<file path="src/rtl/pipeline_hazard_controller.sv">
// Stall/flush sequencer for the 5-stage pipeline: load-use bubbles, wrong-path
// squash on control transfers, dmem-wait freeze and saturating perf counters.
module pipeline_hazard_controller #(
    parameter int CNT_W       = 16,
    parameter int MEM_TIMEOUT = 64
) (
    input  logic             clk,
    input  logic             rst,
    input  logic [4:0]       IFID_rs,
    input  logic [4:0]       IFID_rt,
    input  logic             IFID_UsesRt,
    input  logic             IDEX_MemRead,
    input  logic [4:0]       IDEX_rt,
    input  logic             Branch_Taken,
    input  logic             Jump,
    input  logic             JRCtrl,
    input  logic             EXMEM_MemAccess,
    input  logic             dmem_ready,
    input  logic             cnt_clear,
    output logic             PCWrite,
    output logic             IFIDWrite,
    output logic             Mux_Select_Stall,
    output logic             IFID_Flush,
    output logic             Pipe_Freeze,
    output logic             mem_timeout,
    output logic [CNT_W-1:0] stall_cnt,
    output logic [CNT_W-1:0] flush_cnt
);

    typedef enum logic [1:0] {RUN, LU_STALL, MEM_WAIT} state_t;

    localparam int WCW = (MEM_TIMEOUT > 1) ? $clog2(MEM_TIMEOUT) : 1;
    localparam logic [WCW-1:0] WAIT_LAST = WCW'(MEM_TIMEOUT - 1);

    state_t           r_state;
    state_t           w_next;
    logic [WCW-1:0]   r_wait;
    logic             r_timeout;
    logic [CNT_W-1:0] r_stall_cnt;
    logic [CNT_W-1:0] r_flush_cnt;

    logic w_lu;
    logic w_mw;
    logic w_ctrl;
    logic w_stall_inc;

    assign w_lu   = IDEX_MemRead && (IDEX_rt != 5'd0) &&
                    ((IDEX_rt == IFID_rs) || (IFID_UsesRt && (IDEX_rt == IFID_rt)));
    assign w_mw   = EXMEM_MemAccess && !dmem_ready;
    assign w_ctrl = Branch_Taken || Jump || JRCtrl;

    always_comb begin
        w_next           = r_state;
        PCWrite          = 1'b1;
        IFIDWrite        = 1'b1;
        Mux_Select_Stall = 1'b0;
        IFID_Flush       = 1'b0;
        Pipe_Freeze      = 1'b0;
        case (r_state)
            RUN: begin
                if (w_mw) begin
                    Pipe_Freeze = 1'b1;
                    PCWrite     = 1'b0;
                    IFIDWrite   = 1'b0;
                    w_next      = MEM_WAIT;
                end else if (w_lu) begin
                    // The stalled instruction re-decodes next cycle, so a
                    // concurrent control transfer must not squash it now.
                    PCWrite          = 1'b0;
                    IFIDWrite        = 1'b0;
                    Mux_Select_Stall = 1'b1;
                    w_next           = LU_STALL;
                end else if (w_ctrl) begin
                    IFID_Flush = 1'b1;
                end
            end
            LU_STALL: begin
                if (w_mw) begin
                    Pipe_Freeze = 1'b1;
                    PCWrite     = 1'b0;
                    IFIDWrite   = 1'b0;
                    w_next      = MEM_WAIT;
                end else begin
                    IFID_Flush = w_ctrl;
                    w_next     = RUN;
                end
            end
            MEM_WAIT: begin
                if (w_mw) begin
                    Pipe_Freeze = 1'b1;
                    PCWrite     = 1'b0;
                    IFIDWrite   = 1'b0;
                end else begin
                    w_next = RUN;
                end
            end
            default: w_next = RUN;
        endcase
        if (rst) begin
            PCWrite          = 1'b0;
            IFIDWrite        = 1'b0;
            Mux_Select_Stall = 1'b1;
            IFID_Flush       = 1'b0;
            Pipe_Freeze      = 1'b0;
        end
    end

    assign w_stall_inc = Mux_Select_Stall || Pipe_Freeze;

    always_ff @(posedge clk or posedge rst) begin
        if (rst) r_state <= RUN;
        else     r_state <= w_next;
    end

    // wait counter parks at its last value; the timeout flag is sticky anyway
    always_ff @(posedge clk or posedge rst) begin
        if (rst) begin
            r_wait    <= '0;
            r_timeout <= 1'b0;
        end else if ((r_state == MEM_WAIT) && w_mw) begin
            if (r_wait == WAIT_LAST) r_timeout <= 1'b1;
            else                     r_wait    <= r_wait + 1'b1;
        end else begin
            r_wait <= '0;
        end
    end

    always_ff @(posedge clk or posedge rst) begin
        if (rst) begin
            r_stall_cnt <= '0;
            r_flush_cnt <= '0;
        end else if (cnt_clear) begin
            r_stall_cnt <= '0;
            r_flush_cnt <= '0;
        end else begin
            if (w_stall_inc && (r_stall_cnt != '1)) r_stall_cnt <= r_stall_cnt + 1'b1;
            if (IFID_Flush && (r_flush_cnt != '1))  r_flush_cnt <= r_flush_cnt + 1'b1;
        end
    end

    assign mem_timeout = r_timeout;
    assign stall_cnt   = r_stall_cnt;
    assign flush_cnt   = r_flush_cnt;

endmodule
</file>
<file path="config.mk">
export PLATFORM = sky130hd
export DESIGN_NAME = pipeline_hazard_controller
export DESIGN_NICKNAME = d
export VERILOG_FILES = /design/src/rtl/pipeline_hazard_controller.sv
export SDC_FILE = /design/constraint.sdc
export NUM_CORES = 1
export LEC_CHECK = 0
export ABC_AREA = 0
export ABC_CLOCK_PERIOD_IN_PS = 6150
export CAP_MARGIN = 25
export CORE_MARGIN = 5
export CORE_UTILIZATION = 53
export CTS_CLUSTER_SIZE = 14
export DETAILED_ROUTE_END_ITERATION = 8
export HOLD_SLACK_MARGIN = 0.08
export MAX_ROUTING_LAYER = met4
export PLACE_DENSITY = 0.84
export SYNTH_ARGS = -nofsm -noshare
export SYNTH_HDL_FRONTEND = slang
export SYNTH_SLANG_ARGS = --single-unit
</file>
<file path="constraint.sdc">
create_clock -name clk -period 6.15 [get_ports clk]
set_input_delay 0.9225 -clock clk [delete_from_list [all_inputs] [get_ports clk]]
set_output_delay 0.9225 -clock clk [all_outputs]
set_load 0.005 [all_outputs]
</file>
==> impl_metrics.yaml, run 1 <==
grt:
  antenna_found_initial: 0
  grt_overflow: 0
  met1_usage: 0.271
  grt_pass1_vias: 2252
  met3_usage: 0.0431
  grt_max_degree: 44
  grt_first_pass_wirelength_um: 10600
  use_met2: 0.340
  busiest_layer: "met2"
  grt.total_usage: 0.212
synthesis:
  synth_edf_count: 0
  async_flop_share: 1.00
  synth_cell_types: 44
  yosysWarningCount: 0
  synth_nets: 314
  yosysSeqAreaShare: 0.404
  synth-seq-cells: 41
  syn_area_mm2: 0.00254
  syn_area_per_cell_um2: 9.00
  synth_flop_cell: "dfrtp_1"
  syn_inst: 282
finish:
  multi_input_area_mm2: 0.00142
  mostFrequentLayoutCell: "clkdlybuf4s50_1"
  drive_gt1_frac: 0.0758
  final_cell_mix: "clkdlybuf4s50_1, dfrtp_1, nor2_1"
  filler_cell_count: 371
  seq_area_mm2: 0.00103
  fin_nets: 374
  area_growth_pct: 30.0
  diodes: 0
clocking:
  ctsHoldBuffers: 0
  cts_resized: 0
  clk_pin_slew_ps: 80
  cts_root_buf: "clkbuf_8"
  postCtsSetupRepairBufs: 0
  cts_tree: "done"
  cts_num_sinks: 41
  cts_inserted_buffers: 5
  h-tree-depth: 2
  clock_latency_ps: 290
  clockBufferDepth: 2
detailed_routing:
  ant_nets: 0
  wl_per_cell_um: 15.5
  via_per_inst: 5.96
  drc_errors: 0
  drtIter0Drc: 141
  vias: 2368
  first_pass_iters: 4
  drt-total-wl_um: 6150
floorplanning:
  rows: 25
  initial_core_util: 0.541
  die_width_um: 79.2
  dieArea_mm2: 0.00627
  boundaryPins: 63
  core_area_mm2: 0.00469
  die_h_um: 79.2
sta:
  fin_crit_sh: 0.725
  clock_skew_ps: 5.91
  setup_ws_ps: 1690
  slew_headroom: 0.365
  fmax_ghz: 0.224
  rsz0062_at_grt: "no"
  whs_ps: 480
  setup-violations-final: 0
  worstMarginPinSlew_ps: 947
  period_needed_ps: 4460
  hold_viol: 0
  slew_viol_final: 0
  setup_tns_ps: 0
setup_path:
  cp.required_ps: 5230
  timing.critical_path.mode_cell: "clkdlybuf4s50_1"
  crit_path_max_fanout: 4
  cp-end-kind: "output port"
  cp_slowest_cell: "clkdlybuf4s50_1"
  startpoint_type: "input port"
  crit_type: "input port to output port"
  path_cells: "clkdlybuf4s50_1 > or4_1 > o21ai_1 > or2_2 > nand3_1 > a2111oi_0 > clkdlybuf4s50_1"
  crit_path_max_incr_delay_ps: 590
  cp.arrival_ps: 3530
worst_hold_path:
  hold_class: "flip-flop to flip-flop"
power:
  p_int_w: 0.000468
  powerDensity_mw_per_mm2: 193
  total_power_w: 0.000638
  static-leakage-power_nw: 1.28
  ir_drop_mv: 0.154
  clockPowerShare: 0.354
  switching_share: 0.267
  power_frac_comb: 0.196
  p_switching_w: 0.000171
  seqPwrFrac: 0.450
run:
  drv_cap: 0
placement:
  dp_hpwl_um: 4350
  port_buffers: 62
  place_ws_ps: 1700
  gp_congestion: 0.809
status:
  status: "finished, final reports clean"
kinds of logic after synthesis:
kind of cell    Yosys count  share of synthesized area
simple gates            133                      0.299
compound gates           62                      0.146
flops                    41                      0.404
buf+inv                  18                     0.0350
xor+xnor                 11                     0.0380
mux                      10                     0.0434
fa+ha+maj                 7                     0.0345
state kept, by name, summed over array words and instances (netlist names):
name,count
r_state,2
r_wait,6
mem_timeout,1
flush_cnt,16
stall_cnt,16
critical path, delay by kind of cell:
family                 cells  cell delay, ps
buffers and inverters      2            1070
AND/OR/NAND/NOR            3             870
AO/OA/AOI/OAI              2             680
cell type report:
class                      count  area share
clock inverter                 1     0.00910
multi-input combinational    223       0.431
tap                           54      0.0205
sequential                    41       0.311
inverter                       6     0.00683
clock buffer                   7      0.0262
timing repair buffer          65       0.195
path summary, 6_finish.rpt:
check	start	end	slack, ps	cells after the start
worst min register to register	mem_timeout$_DFFE_PP0P_	mem_timeout$_DFFE_PP0P_	480	1
worst max register to register	r_state[0]$_DFFE_PP0P_	flush_cnt[7]$_DFFE_PP0P_	3470	8
worst min-delay path	mem_timeout$_DFFE_PP0P_	mem_timeout$_DFFE_PP0P_	480	1
worst max-delay path	IDEX_rt[1]	IFID_Flush	1690	7
min in group asynchronous	rst	r_wait[2]$_DFFE_PP0N_	1220	3
max in group asynchronous	rst	flush_cnt[15]$_DFFE_PP0P_	4560	3
metrics by stage:
step | area [um^2] | std cells | util
floorplan | 2540 | 282 | -
global placement | 3180 | 389 | 0.678
detailed placement | 3180 | 389 | 0.678
CTS | 3300 | 397 | 0.703
global route | 3300 | 397 | 0.703
finish | 3300 | 397 | 0.703
metal layers:
layer,up-vias,wire length [um]
li1,1170,-
met1,1133,2830
met2,53,3010
met3,12,206
met4,0,102
met5,-,0
power by group through the flow:
stage	clock [W]	sequential, W	combinational (W)
finish	0.000226	0.000287	0.000125
global route	0.000244	0.000290	0.000139
global placement	0	0.000292	0.000121
floorplan	0	0.000291	0.0000743
detailed placement	0	0.000292	0.000124
CTS	0.000229	0.000287	0.000125
Yosys cell counts (2+ instances only):
master | count | area [um^2]
nand4_1 | 14 | 87.6
dfrtp_1 | 41 | 1030
or4b_2 | 3 | 30.0
or2_2 | 2 | 12.5
nand2_1 | 11 | 41.3
nor4_1 | 7 | 43.8
xor2_1 | 9 | 78.8
buf_2 | 2 | 10.0
xnor2_1 | 2 | 17.5
mux2i_1 | 2 | 20.0
and3_1 | 6 | 37.5
clkbuf_1 | 6 | 22.5
o21ai_0 | 17 | 85.1
o21bai_1 | 4 | 30.0
nor2b_1 | 8 | 50.1
or3_1 | 10 | 62.6
or4_1 | 7 | 52.6
nor2_1 | 27 | 101
ha_1 | 7 | 87.6
a21oi_1 | 25 | 125
buf_6 | 2 | 22.5
mux2_2 | 8 | 90.1
nand2b_1 | 5 | 31.3
and4_1 | 2 | 17.5
nand3b_1 | 2 | 15.0
o41ai_1 | 3 | 26.3
nand3_1 | 16 | 80.1
o31a_1 | 2 | 17.5
inv_1 | 6 | 22.5
and2_1 | 2 | 12.5
nor3_1 | 6 | 30.0
o31ai_1 | 6 | 45.0
(Power assumes the default switching activity.)
==> run 2: changes to the inputs <==
--- a/config.mk
+++ b/config.mk
@@ -6,15 +6,15 @@
 export NUM_CORES = 1
 export LEC_CHECK = 0
 export ABC_AREA = 0
-export ABC_CLOCK_PERIOD_IN_PS = 6150
+export ABC_CLOCK_PERIOD_IN_PS = 4500
 export CAP_MARGIN = 25
 export CORE_MARGIN = 5
-export CORE_UTILIZATION = 53
+export CORE_UTILIZATION = 50
 export CTS_CLUSTER_SIZE = 14
 export DETAILED_ROUTE_END_ITERATION = 8
 export HOLD_SLACK_MARGIN = 0.08
 export MAX_ROUTING_LAYER = met4
-export PLACE_DENSITY = 0.84
+export PLACE_DENSITY = 0.8
 export SYNTH_ARGS = -nofsm -noshare
 export SYNTH_HDL_FRONTEND = slang
 export SYNTH_SLANG_ARGS = --single-unit
==> constraint.sdc (replaced) <==
create_clock -name clk -period 4.5 [get_ports clk]
set_input_delay 0.675 -clock clk [delete_from_list [all_inputs] [get_ports clk]]
set_output_delay 0.675 -clock clk [all_outputs]
set_load 0.005 [all_outputs]
==> run 2 against run 1 <==
Sequential cell count unchanged. Non-clock buffer count increased by 1. Hold slack got worse by 2.4 ps. Largest power group unchanged. Critical endpoint unchanged. Combinational power up 38%. Cell count increased by 4.3%. Critical path depth is the same.
==> impl_metrics.yaml, run 2 (synthesized netlist as in run 1, its figures left out) <==
status:
  status: "finished, final reports clean"
sta:
  slew_headroom: 0.407
  worstMarginPinSlew_ps: 885
  hold_viol: 0
  fin_crit_sh: 0.868
  period_needed_ps: 3910
  setup-violations-final: 0
  slew_viol_final: 0
  rsz0062_at_grt: "no"
  clock_skew_ps: 7.63
  setup_tns_ps: 0
  fmax_ghz: 0.256
placement:
  dp_cells: 406
  dp_hpwl_um: 4610
  port_buffers: 62
  gp_congestion: 0.813
finish:
  filler_cell_count: 446
  fin_nets: 375
  area_growth_pct: 29.7
  final_util: 0.657
  drive_gt1_frac: 0.0785
  mostFrequentLayoutCell: "clkdlybuf4s50_1"
  diodes: 0
  final_cell_mix: "clkdlybuf4s50_1, dfrtp_1, nor2_1"
  final_cells: 414
setup_path:
  crit_family: "buffers and inverters"
  cp.required_ps: 3830
  cp.arrival_ps: 3230
  crit_path_max_incr_delay_ps: 590
  crit_type: "input port to output port"
  startpoint_type: "input port"
  timing.critical_path.mode_cell: "clkdlybuf4s50_1"
  cp_slowest_cell: "clkdlybuf4s50_1"
  cp-end-kind: "output port"
  path_cells: "clkdlybuf4s50_1 > or4_1 > o21ai_1 > or2_2 > nand3_1 > a2111oi_0 > clkdlybuf4s50_1"
  path_buf_inv: 2
  crit_path_max_fanout: 4
grt:
  grt_max_degree: 42
  grt.total_usage: 0.208
  grt_overflow: 0
  grt_pass1_vias: 2220
  antenna_found_initial: 0
  grt_first_pass_wirelength_um: 10500
floorplanning:
  rows: 26
  initial_core_util: 0.506
  boundaryPins: 63
  die_width_um: 81.2
  die_h_um: 81.2
  core_area_mm2: 0.00501
  dieArea_mm2: 0.00660
clocking:
  clockBufferDepth: 2
  cts_resized: 0
  cts_tree: "done"
  clk_pin_slew_ps: 70
  cts_root_buf: "clkbuf_8"
  h-tree-depth: 2
  postCtsSetupRepairBufs: 0
  clock_latency_ps: 290
  cts_num_sinks: 41
  ctsHoldBuffers: 0
  cts_inserted_buffers: 5
worst_hold_path:
  hold_class: "flip-flop to flip-flop"
run:
  drv_cap: 0
detailed_routing:
  first_pass_iters: 4
  ant_nets: 0
  vias: 2364
  drc_errors: 0
  drtIter0Drc: 232
  wl_per_cell_um: 15.0
  via_per_inst: 5.71
  drt-total-wl_um: 6200
power:
  ir_drop_mv: 0.132
  powerDensity_mw_per_mm2: 243
  static-leakage-power_nw: 1.27
## run 2: cell types whose count changed in the layout (fill, tap and decap cells not counted), sizes merged
| cell | previous run | this run |
|---|---|---|
| clkbuf | 7 | 6 |
| bufinv | 1 | 0 |
| clkinv | 0 | 2 |
| buf | 3 | 4 |
## run 2: final timing paths
check	from	endpoint	slack, ps	cells after the start
hold / removal	mem_timeout$_DFFE_PP0P_	mem_timeout$_DFFE_PP0P_	480	1
min in group asynchronous	rst	stall_cnt[13]$_DFFE_PP0P_	970	3
max in group asynchronous	rst	flush_cnt[9]$_DFFE_PP0P_	3170	3
hold reg to reg	mem_timeout$_DFFE_PP0P_	mem_timeout$_DFFE_PP0P_	480	1
setup / recovery	IDEX_rt[1]	IFID_Flush	590	7
setup reg to reg	r_state[1]$_DFFE_PP0P_	flush_cnt[7]$_DFFE_PP0P_	1580	8
## run 2: layer usage
metal	GRT usage	part of all wire	vias to the layer above
li1	-	-	1180
met1	0.267	0.45	1124
met2	0.333	0.50	49
met3	0.0443	0.034	11
met4	0.0574	0.015	0
met5	-	0	-
## run 2: report_power, final
part           switching, W  internal, W  leakage [nW]
logic             0.0000932    0.0000802         0.655
clock network      0.000125     0.000108        0.0450
registers         0.0000149     0.000379         0.569
## run 2: worst register-to-register path: cells and delay by family (launching register included)
family / cells / cell delay (ps)
buf+inv: 1 / 110
flops: 1 / 430
fa+ha+maj: 1 / 220
simple gates: 4 / 1510
compound gates: 2 / 540
## run 2: through the flow
step | setup WS, ps | power (W) | area (um^2) | hold slack [ps]
6_report | 594 | 0.000799 | 3290 | 477
5_1_grt | 415 | 0.000843 | 3290 | 495
4_1_cts | 611 | 0.000809 | 3290 | 481
3_5_place_dp | 615 | 0.000574 | 3210 | 461
3_3_place_gp | 667 | 0.000567 | 3210 | 459
2_1_floorplan | 1700 | 0.000499 | 2540 | 468
## run 2: area by class of cell
type,instances,area (um^2),area share
Multi-Input combinational cell,223,1420,0.432
Sequential cell,41,1030,0.312
Timing Repair Buffer,66,651,0.198
Tap cell,70,87.6,0.0266
Clock buffer,6,72.6,0.0220
Inverter,6,22.5,0.00684
Clock inverter,2,10.0,0.00304
